## src/rtl/mult_issue_ctrl.sv

```systemverilog
// Issue stage for a sequential signed multiplier: queues operand pairs, runs one
// start/done handshake at a time, and hands each product to a valid/ready port.
module mult_issue_ctrl #(
    parameter int WIDTH      = 32,
    parameter int DEPTH      = 4,
    parameter int START_HOLD = 16,
    parameter int TIMEOUT    = 1024
) (
    input  logic                   clk,
    input  logic                   rst_n,
    input  logic                   in_valid,
    output logic                   in_ready,
    input  logic [WIDTH-1:0]       in_a,
    input  logic [WIDTH-1:0]       in_b,
    output logic                   mul_start,
    output logic [WIDTH-1:0]       mul_a,
    output logic [WIDTH-1:0]       mul_b,
    input  logic [2*WIDTH-1:0]     mul_result,
    input  logic                   mul_done,
    output logic                   out_valid,
    input  logic                   out_ready,
    output logic [2*WIDTH-1:0]     out_result,
    output logic                   out_err,
    output logic                   busy,
    output logic [$clog2(DEPTH):0] fifo_count
);
    localparam int AW = $clog2(DEPTH);
    localparam int CW = AW + 1;
    localparam int HW = $clog2(START_HOLD + 1) + 1;
    localparam int TW = $clog2(TIMEOUT) + 1;

    typedef enum logic [1:0] {S_IDLE, S_START, S_WAIT, S_OUT} state_t;

    state_t            r_state, w_next;
    logic [WIDTH-1:0]  r_mem_a [DEPTH];
    logic [WIDTH-1:0]  r_mem_b [DEPTH];
    logic [AW-1:0]     r_wptr, r_rptr;
    logic [CW-1:0]     r_count;
    logic [HW-1:0]     r_hold;
    logic [TW-1:0]     r_tmo;
    logic [WIDTH-1:0]  r_mul_a, r_mul_b;
    logic [2*WIDTH-1:0] r_out_result;
    logic              r_out_valid, r_out_err;
    logic              w_push, w_pop, w_cap, w_abort;

    // in_ready derives from the registered count only, so no pop-to-ready path exists
    assign in_ready   = (r_count < CW'(DEPTH));
    assign w_push     = in_valid & in_ready;
    assign mul_start  = (r_state == S_START);
    assign mul_a      = r_mul_a;
    assign mul_b      = r_mul_b;
    assign out_valid  = r_out_valid;
    assign out_result = r_out_result;
    assign out_err    = r_out_err;
    assign busy       = (r_state != S_IDLE) || (r_count != '0);
    assign fifo_count = r_count;

    always_ff @(posedge clk or negedge rst_n) begin
        if (!rst_n) r_state <= S_IDLE;
        else        r_state <= w_next;
    end

    always_comb begin
        w_next  = r_state;
        w_pop   = 1'b0;
        w_cap   = 1'b0;
        w_abort = 1'b0;
        case (r_state)
            S_IDLE: begin
                if (r_count != '0 && !r_out_valid) begin
                    w_pop  = 1'b1;
                    w_next = S_START;
                end
            end
            S_START: begin
                // a done level left over from the previous job must drop before moving on
                if (r_hold >= HW'(START_HOLD) && !mul_done) w_next = S_WAIT;
            end
            S_WAIT: begin
                if (mul_done) begin
                    w_cap  = 1'b1;
                    w_next = S_OUT;
                end else if (r_tmo == TW'(TIMEOUT - 1)) begin
                    w_abort = 1'b1;
                    w_next  = S_OUT;
                end
            end
            S_OUT: begin
                if (r_out_valid && out_ready) w_next = S_IDLE;
            end
            default: w_next = S_IDLE;
        endcase
    end

    // storage carries no reset; validity is tracked entirely by the pointers and count
    always_ff @(posedge clk) begin
        if (w_push) begin
            r_mem_a[r_wptr] <= in_a;
            r_mem_b[r_wptr] <= in_b;
        end
    end

    always_ff @(posedge clk or negedge rst_n) begin
        if (!rst_n) begin
            r_wptr       <= '0;
            r_rptr       <= '0;
            r_count      <= '0;
            r_hold       <= '0;
            r_tmo        <= '0;
            r_mul_a      <= '0;
            r_mul_b      <= '0;
            r_out_result <= '0;
            r_out_valid  <= 1'b0;
            r_out_err    <= 1'b0;
        end else begin
            if (w_push) r_wptr <= r_wptr + AW'(1);
            if (w_pop)  r_rptr <= r_rptr + AW'(1);
            case ({w_push, w_pop})
                2'b10:   r_count <= r_count + CW'(1);
                2'b01:   r_count <= r_count - CW'(1);
                default: r_count <= r_count;
            endcase

            if (w_pop) begin
                r_mul_a <= r_mem_a[r_rptr];
                r_mul_b <= r_mem_b[r_rptr];
                r_hold  <= '0;
            end

            if (r_state == S_START) begin
                if (w_next == S_WAIT)                 r_tmo  <= '0;
                else if (r_hold < HW'(START_HOLD))    r_hold <= r_hold + HW'(1);
            end

            if (r_state == S_WAIT && !w_cap && !w_abort) r_tmo <= r_tmo + TW'(1);

            if (w_cap) begin
                r_out_result <= mul_result;
                r_out_err    <= 1'b0;
                r_out_valid  <= 1'b1;
            end else if (w_abort) begin
                r_out_result <= '0;
                r_out_err    <= 1'b1;
                r_out_valid  <= 1'b1;
            end else if (r_state == S_OUT && out_ready) begin
                r_out_valid <= 1'b0;
                r_out_err   <= 1'b0;
            end
        end
    end
endmodule
```

## config.mk

```make
export PLATFORM = sky130hd
export DESIGN_NAME = mult_issue_ctrl
export DESIGN_NICKNAME = d
export VERILOG_FILES = /design/src/rtl/mult_issue_ctrl.sv
export SDC_FILE = /design/constraint.sdc
export NUM_CORES = 1
export LEC_CHECK = 0
export CORE_MARGIN = 2
export CORE_UTILIZATION = 47
export CTS_CLUSTER_SIZE = 30
export DETAILED_ROUTE_END_ITERATION = 8
export PLACE_DENSITY = 0.76
export SLEW_MARGIN = 20
export SYNTH_ARGS = -nofsm -noshare
export SYNTH_HDL_FRONTEND = slang
export SYNTH_SLANG_ARGS = --single-unit
```

## constraint.sdc

```tcl
create_clock -name clk -period 3.9 [get_ports clk]
set_input_delay 1.17 -clock clk [delete_from_list [all_inputs] [get_ports clk]]
set_output_delay 1.17 -clock clk [all_outputs]
set_load 0.005 [all_outputs]
```

# == Word-level counts from Yosys, hierarchy flattened ==
# Memory sizes are Yosys's and may differ from the RTL's. A register that Yosys moved wholly into a read port is not among the register bits.
# Index checks and enable logic that the tools add are counted.
# op_classes
n_addsub,6
n_lt_le_gt_ge,3
eq_ne,7
mux,29
bitwise_logic,1
reduce_logical,22
# op_table
op,count
two-way mux 64 bit,2
two-way mux 11 bit,3
two-way mux 6 bit,4
two-way mux 1 bit,13
"adder 11 x 1 -> 11 bit, second input constant",1
"== test 11 x 10 -> 1 bit, second input constant",1
two-way mux 2 bit,5
nonzero test 2 bit,5
"== test 2 bit, second input constant",4
one-hot mux 2 bit (4 select lines),1
"adder 6 x 1 -> 6 bit, second input constant",1
">= comparator 6 x 5 -> 1 bit, second input constant",1
logical AND 1 bit,6
zero test 1 bit,6
"less-than comparator 6 x 5 -> 1 bit, second input constant",1
one-hot mux 3 bit (2 select lines),1
nonzero test 3 bit,2
"adder 2 x 1 -> 2 bit, second input constant",2
"== test 2 x 1 -> 1 bit, second input constant",2
"adder 3 x 1 -> 3 bit, second input constant",1
"less-than comparator 3 bit, second input constant",1
"subtractor 3 x 1 -> 3 bit, second input constant",1
zero test 2 bit,1
AND reduction 2 bit,1
other kinds (2),2
# word_totals
reg_bits,92
ram_bits,256
input_bits,133
output_inout_bits,136
elab_cells,79
memories,2
# mem_list
memory,depth,word_bits,read_ports,rd_clocked_by_memory_dff,wr,line_no,rtl
r_mem_a,4,32,1,1,1,35,logic [WIDTH-1:0] r_mem_a [DEPTH];
r_mem_b,4,32,1,1,1,36,logic [WIDTH-1:0] r_mem_b [DEPTH];

# == Longest topological paths before layout ==
# logic_depth
word_depth,8
ltp_mapped,11
depth_no_buf,9

# == Worst setup path before layout ==
# No wires, ideal clock.
# synth_path
path_type,in2reg
from,input port in_valid
to,"memory r_mem_a[0][0], enable pin"
setup_time_ns,0.429
t_arrival_ns,3.046
t_required_ns,3.471
setup_slack_ns,0.425
path_stages,3
n_path_buf,1
path_cell_list,nor2b_1 -> clkbuf_1 -> and2_1
# synth_between
elab_chain_cells,3
# synth_lines
item,line_no,rtl
start: declaration,11,"input logic in_valid,"
AND 1 bit,48,assign w_push = in_valid & in_ready;
two-way mux 1 bit,97,if (w_push) begin
two-way mux 1 bit (implied by the code),98,r_mem_a[r_wptr] <= in_a;
end: declaration,35,
# No other way between the ends.

# == Worst setup path after layout ==
# layout_path
from,register r_state[0]
to,output port mul_start
# layout_between
elab_chain_cells,1
# layout_lines
item,line_no,rtl
start: declaration,34,"state_t r_state, w_next;"
start signal: assignment,60,else r_state <= w_next;
== test 2 x 1 -> 1 bit,49,assign mul_start = (r_state == S_START);
end: declaration,15,"output logic mul_start,"
# No other way between the ends.

==> results.py <==
metrics = {
    "status": {
        "status": "completed",
    },
    "worst_setup_path": {
        "cp-end-kind": "primary output",
        "rr_worst_depth": 8,
        "critical_path_buf_inv_count": 1,
        "critPathRequiredTime_ns": 2.73,
        "path_cells": "nor2b_1 > clkdlybuf4s50_1",
        "rr_endpoint": "fifo_count[2]",
        "r2r-start": "r_state[1]",
        "slowest_stage": "clkdlybuf4s50_1",
        "start_kind": "flop",
        "cp.depth": 2,
        "arrival_ns": 1.88,
        "path_class": "reg -> out",
        "slowest_delay_ns": 0.55,
        "reg2reg_slack_ns": 1.19,
        "cp_max_fo": 11,
        "cp_top_family": "buffers and inverters",
    },
    "final_layout": {
        "fin_nets": 1194,
        "drive_gt1_share_pct": 20.3,
        "fin_cells": 1528,
        "regArea_um2": 11600,
        "area_growth_pct": 29.3,
        "multiInputGateArea_um2": 3640,
        "fin_area_um2": 20100,
        "fillers": 2329,
        "antenna_cells": 0,
    },
    "sta": {
        "tightest_slew_ns": 1.03,
        "maxSlewHeadroom_pct": 31.5,
        "final.setup.tns_ns": 0,
        "rsz0062_at_grt": "no",
        "fmax_mhz": 328,
        "setup_viol": 0,
        "fin_hold_ws_ns": 0.496,
        "hold_viol": 0,
        "finalCritPeriodShare_pct": 78.1,
        "layout_min_cycle_time_ns": 3.05,
        "timing.final.max_slew_violations": 0,
        "fin_skew_ns": 0.0141,
        "fin_ws_ns": 0.853,
    },
    "global_route": {
        "grt.total_usage_pct": 19.4,
        "antenna_found_initial": 3,
        "grt_max_degree": 67,
        "first_global_vias": 8648,
        "grt.overflow.total": 0,
        "grt_first_pass_wirelength_um": 50300,
    },
    "synth": {
        "yosysMostFrequentCell": "edfxtp_1",
        "synth_top_area_share_pct": 49.4,
        "async_flop_share_pct": 37.9,
        "yosys-top-cells-area": "edfxtp_1 (49%), dfrtp_1 (25%), mux4_2 (9.3%)",
        "synth_area_leader_cell": "edfxtp_1",
        "syn_area_um2": 15500,
        "yosysSeqAreaShare_pct": 74.6,
        "ys_ff_latch": 412,
        "yosys.cell_types.count": 47,
        "synth_common_cells": "edfxtp_1 (256), dfrtp_1 (156), a22o_1 (66)",
        "yosysWarnings": 0,
        "syn_area_per_cell_um2": 20.2,
        "synth-edff-count": 256,
        "syn_nets": 912,
        "syn-instance-count": 771,
        "synthFlopType": "edfxtp_1",
    },
    "placed_design": {
        "dp_cells": 1451,
        "postPlaceCellArea_um2": 18800,
        "dp_hpwl_um": 21000,
        "io_buffer_count": 268,
        "dp_slack_ns": 0.639,
        "gp_congestion": 0.730,
    },
    "die": {
        "dieHeight_um": 186,
        "die_area_um2": 34500,
        "rows": 66,
        "ios": 269,
        "core_um2": 32500,
        "dieWidth_um": 186,
        "initial_core_util_pct": 47.8,
    },
    "route": {
        "drt_iter0_markers": 397,
        "via_count": 8312,
        "drt_wl_total_um": 33800,
        "drt-vias-per-instance": 5.44,
        "firstDrtPassIters": 4,
        "wire_per_inst_um": 22.1,
        "ant_nets": 0,
        "drc_errors": 0,
    },
    "power": {
        "leakagePower_uw": 0.00739,
        "irDropWorstVdd_mv": 0.483,
        "sequentialPowerShare_pct": 44.0,
        "power_switching_uw": 4090,
        "p_per_area_nw_per_um2": 751,
        "power_switching_share_pct": 27.1,
        "clkPwrFrac_pct": 25.4,
        "combPwrFrac_pct": 30.6,
        "p_int_uw": 11000,
    },
    "hold_path": {
        "hold_depth": 1,
        "whs_endpoint": "r_tmo[6]",
        "min_path_type": "reg -> reg",
        "min-delay-start": "r_tmo[6]",
    },
    "cts": {
        "post-cts-setup-buffers": 0,
        "cts.sinks": 412,
        "cts_tree": "done",
        "cts_resized": 0,
        "clk_latency_ns": 0.54,
        "hold_buffers": 0,
        "root_buffer": "clkbuf_16",
        "clockBufferDepth": 3,
        "clk_pin_slew_worst_paths_ns": 0.05,
        "numCtsBuffers": 42,
        "htreeDepth": 2,
    },
    "run": {
        "drv_cap": 0,
    },
}
layout make-up:
class / count / area share [%]
clock inverter: 20 / 0.822
sequential: 412 / 57.7
clock buffer: 57 / 5.81
timing repair buffer: 283 / 14.6
inverter: 9 / 0.193
multi-input combinational: 305 / 18.1
tap: 442 / 2.75
registers in the layout, summed over array words and instances, names as in the netlist:
name        count
mul_b          32
fifo_count      3
r_wptr          2
r_tmo          11
out_err         1
out_valid       1
out_result     64
r_rptr          2
r_hold          6
r_mem_b       128
r_state         2
mul_a          32
r_mem_a       128
worst reg2reg max path, delay by kind of cell (launching register included):
kind | cells | cell delay, ns
xor+xnor | 2 | 0.27
simple gates | 2 | 0.90
fa+ha+maj | 2 | 0.61
flops | 1 | 0.50
buf+inv | 2 | 0.36
power by group through the flow:
stage / clock network, uW / registers, uW / logic (uW)
detailed placement: 0 / 6740 / 4660
CTS: 3910 / 6680 / 4700
global placement: 0 / 6710 / 4560
floorplan: 0 / 6410 / 2650
global route: 4090 / 6790 / 4970
finish: 3840 / 6640 / 4630
cell usage in the layout, fill, tap and decap left out, types with 2 or more instances in the layout:
cell,count
clkinvlp_4,2
inv_1,8
nand2_1,18
nand2b_1,2
o31ai_1,2
inv_16,2
mux2_2,26
mux4_2,64
nor2_1,6
mux2_4,40
buf_4,4
nor3_1,5
and3_1,5
o41ai_1,3
clkbuf_16,42
xnor2_1,6
buf_12,11
and4_1,2
clkdlybuf4s50_1,267
clkinv_2,7
and2_4,4
o21ai_0,3
dfrtp_1,154
clkinv_1,6
nand4_1,2
a22o_1,66
edfxtp_1,256
a21oi_1,8
clkbuf_1,9
a31oi_1,5
ha_1,7
dfrtp_4,2
nor2b_1,3
clkbuf_8,6
nand3_1,10
metrics by stage:
| step | utilization (%) | total power (uW) |
|---|---|---|
| finish | 61.8 | 15100 |
| CTS | 61.8 | 15300 |
| detailed placement | 57.7 | 11400 |
| global route | 61.8 | 15800 |
| floorplan | - | 9060 |
| global placement | 57.7 | 11300 |
how the worst max path moves through the flow:
stage / startpoint / endpoint / slack (ns)
2_1_floorplan: in_valid / r_mem_a[0][0] / 0.43
3_3_place_gp: in_valid / r_mem_b[0][4] / 0.69
3_5_place_dp: in_valid / r_mem_b[0][6] / 0.64
4_1_cts: r_state[0] / mul_start / 0.84
5_1_grt: r_state[0] / mul_start / 0.78
6_report: r_state[0] / mul_start / 0.85
cell families (layout without fill, tap and decap cells):
logic type	after synthesis	count (layout)	synth area share, %
fa+ha+maj	8	8	0.692
flops	412	412	74.6
buf+inv	54	369	2.15
xor+xnor	7	7	0.394
mux	131	131	15.1
compound gates	94	94	4.93
simple gates	65	65	2.21
per-layer routing:
| layer | wire (um) | GRT usage, % | up-vias |
|---|---|---|---|
| li1 | - | - | 3631 |
| met1 | 13400 | 24.2 | 4323 |
| met2 | 17000 | 33.9 | 308 |
| met3 | 2800 | 5.24 | 44 |
| met4 | 481 | 4.13 | 6 |
| met5 | 46 | 0 | - |
No activity file was read; power rests on OpenSTA's default activity.
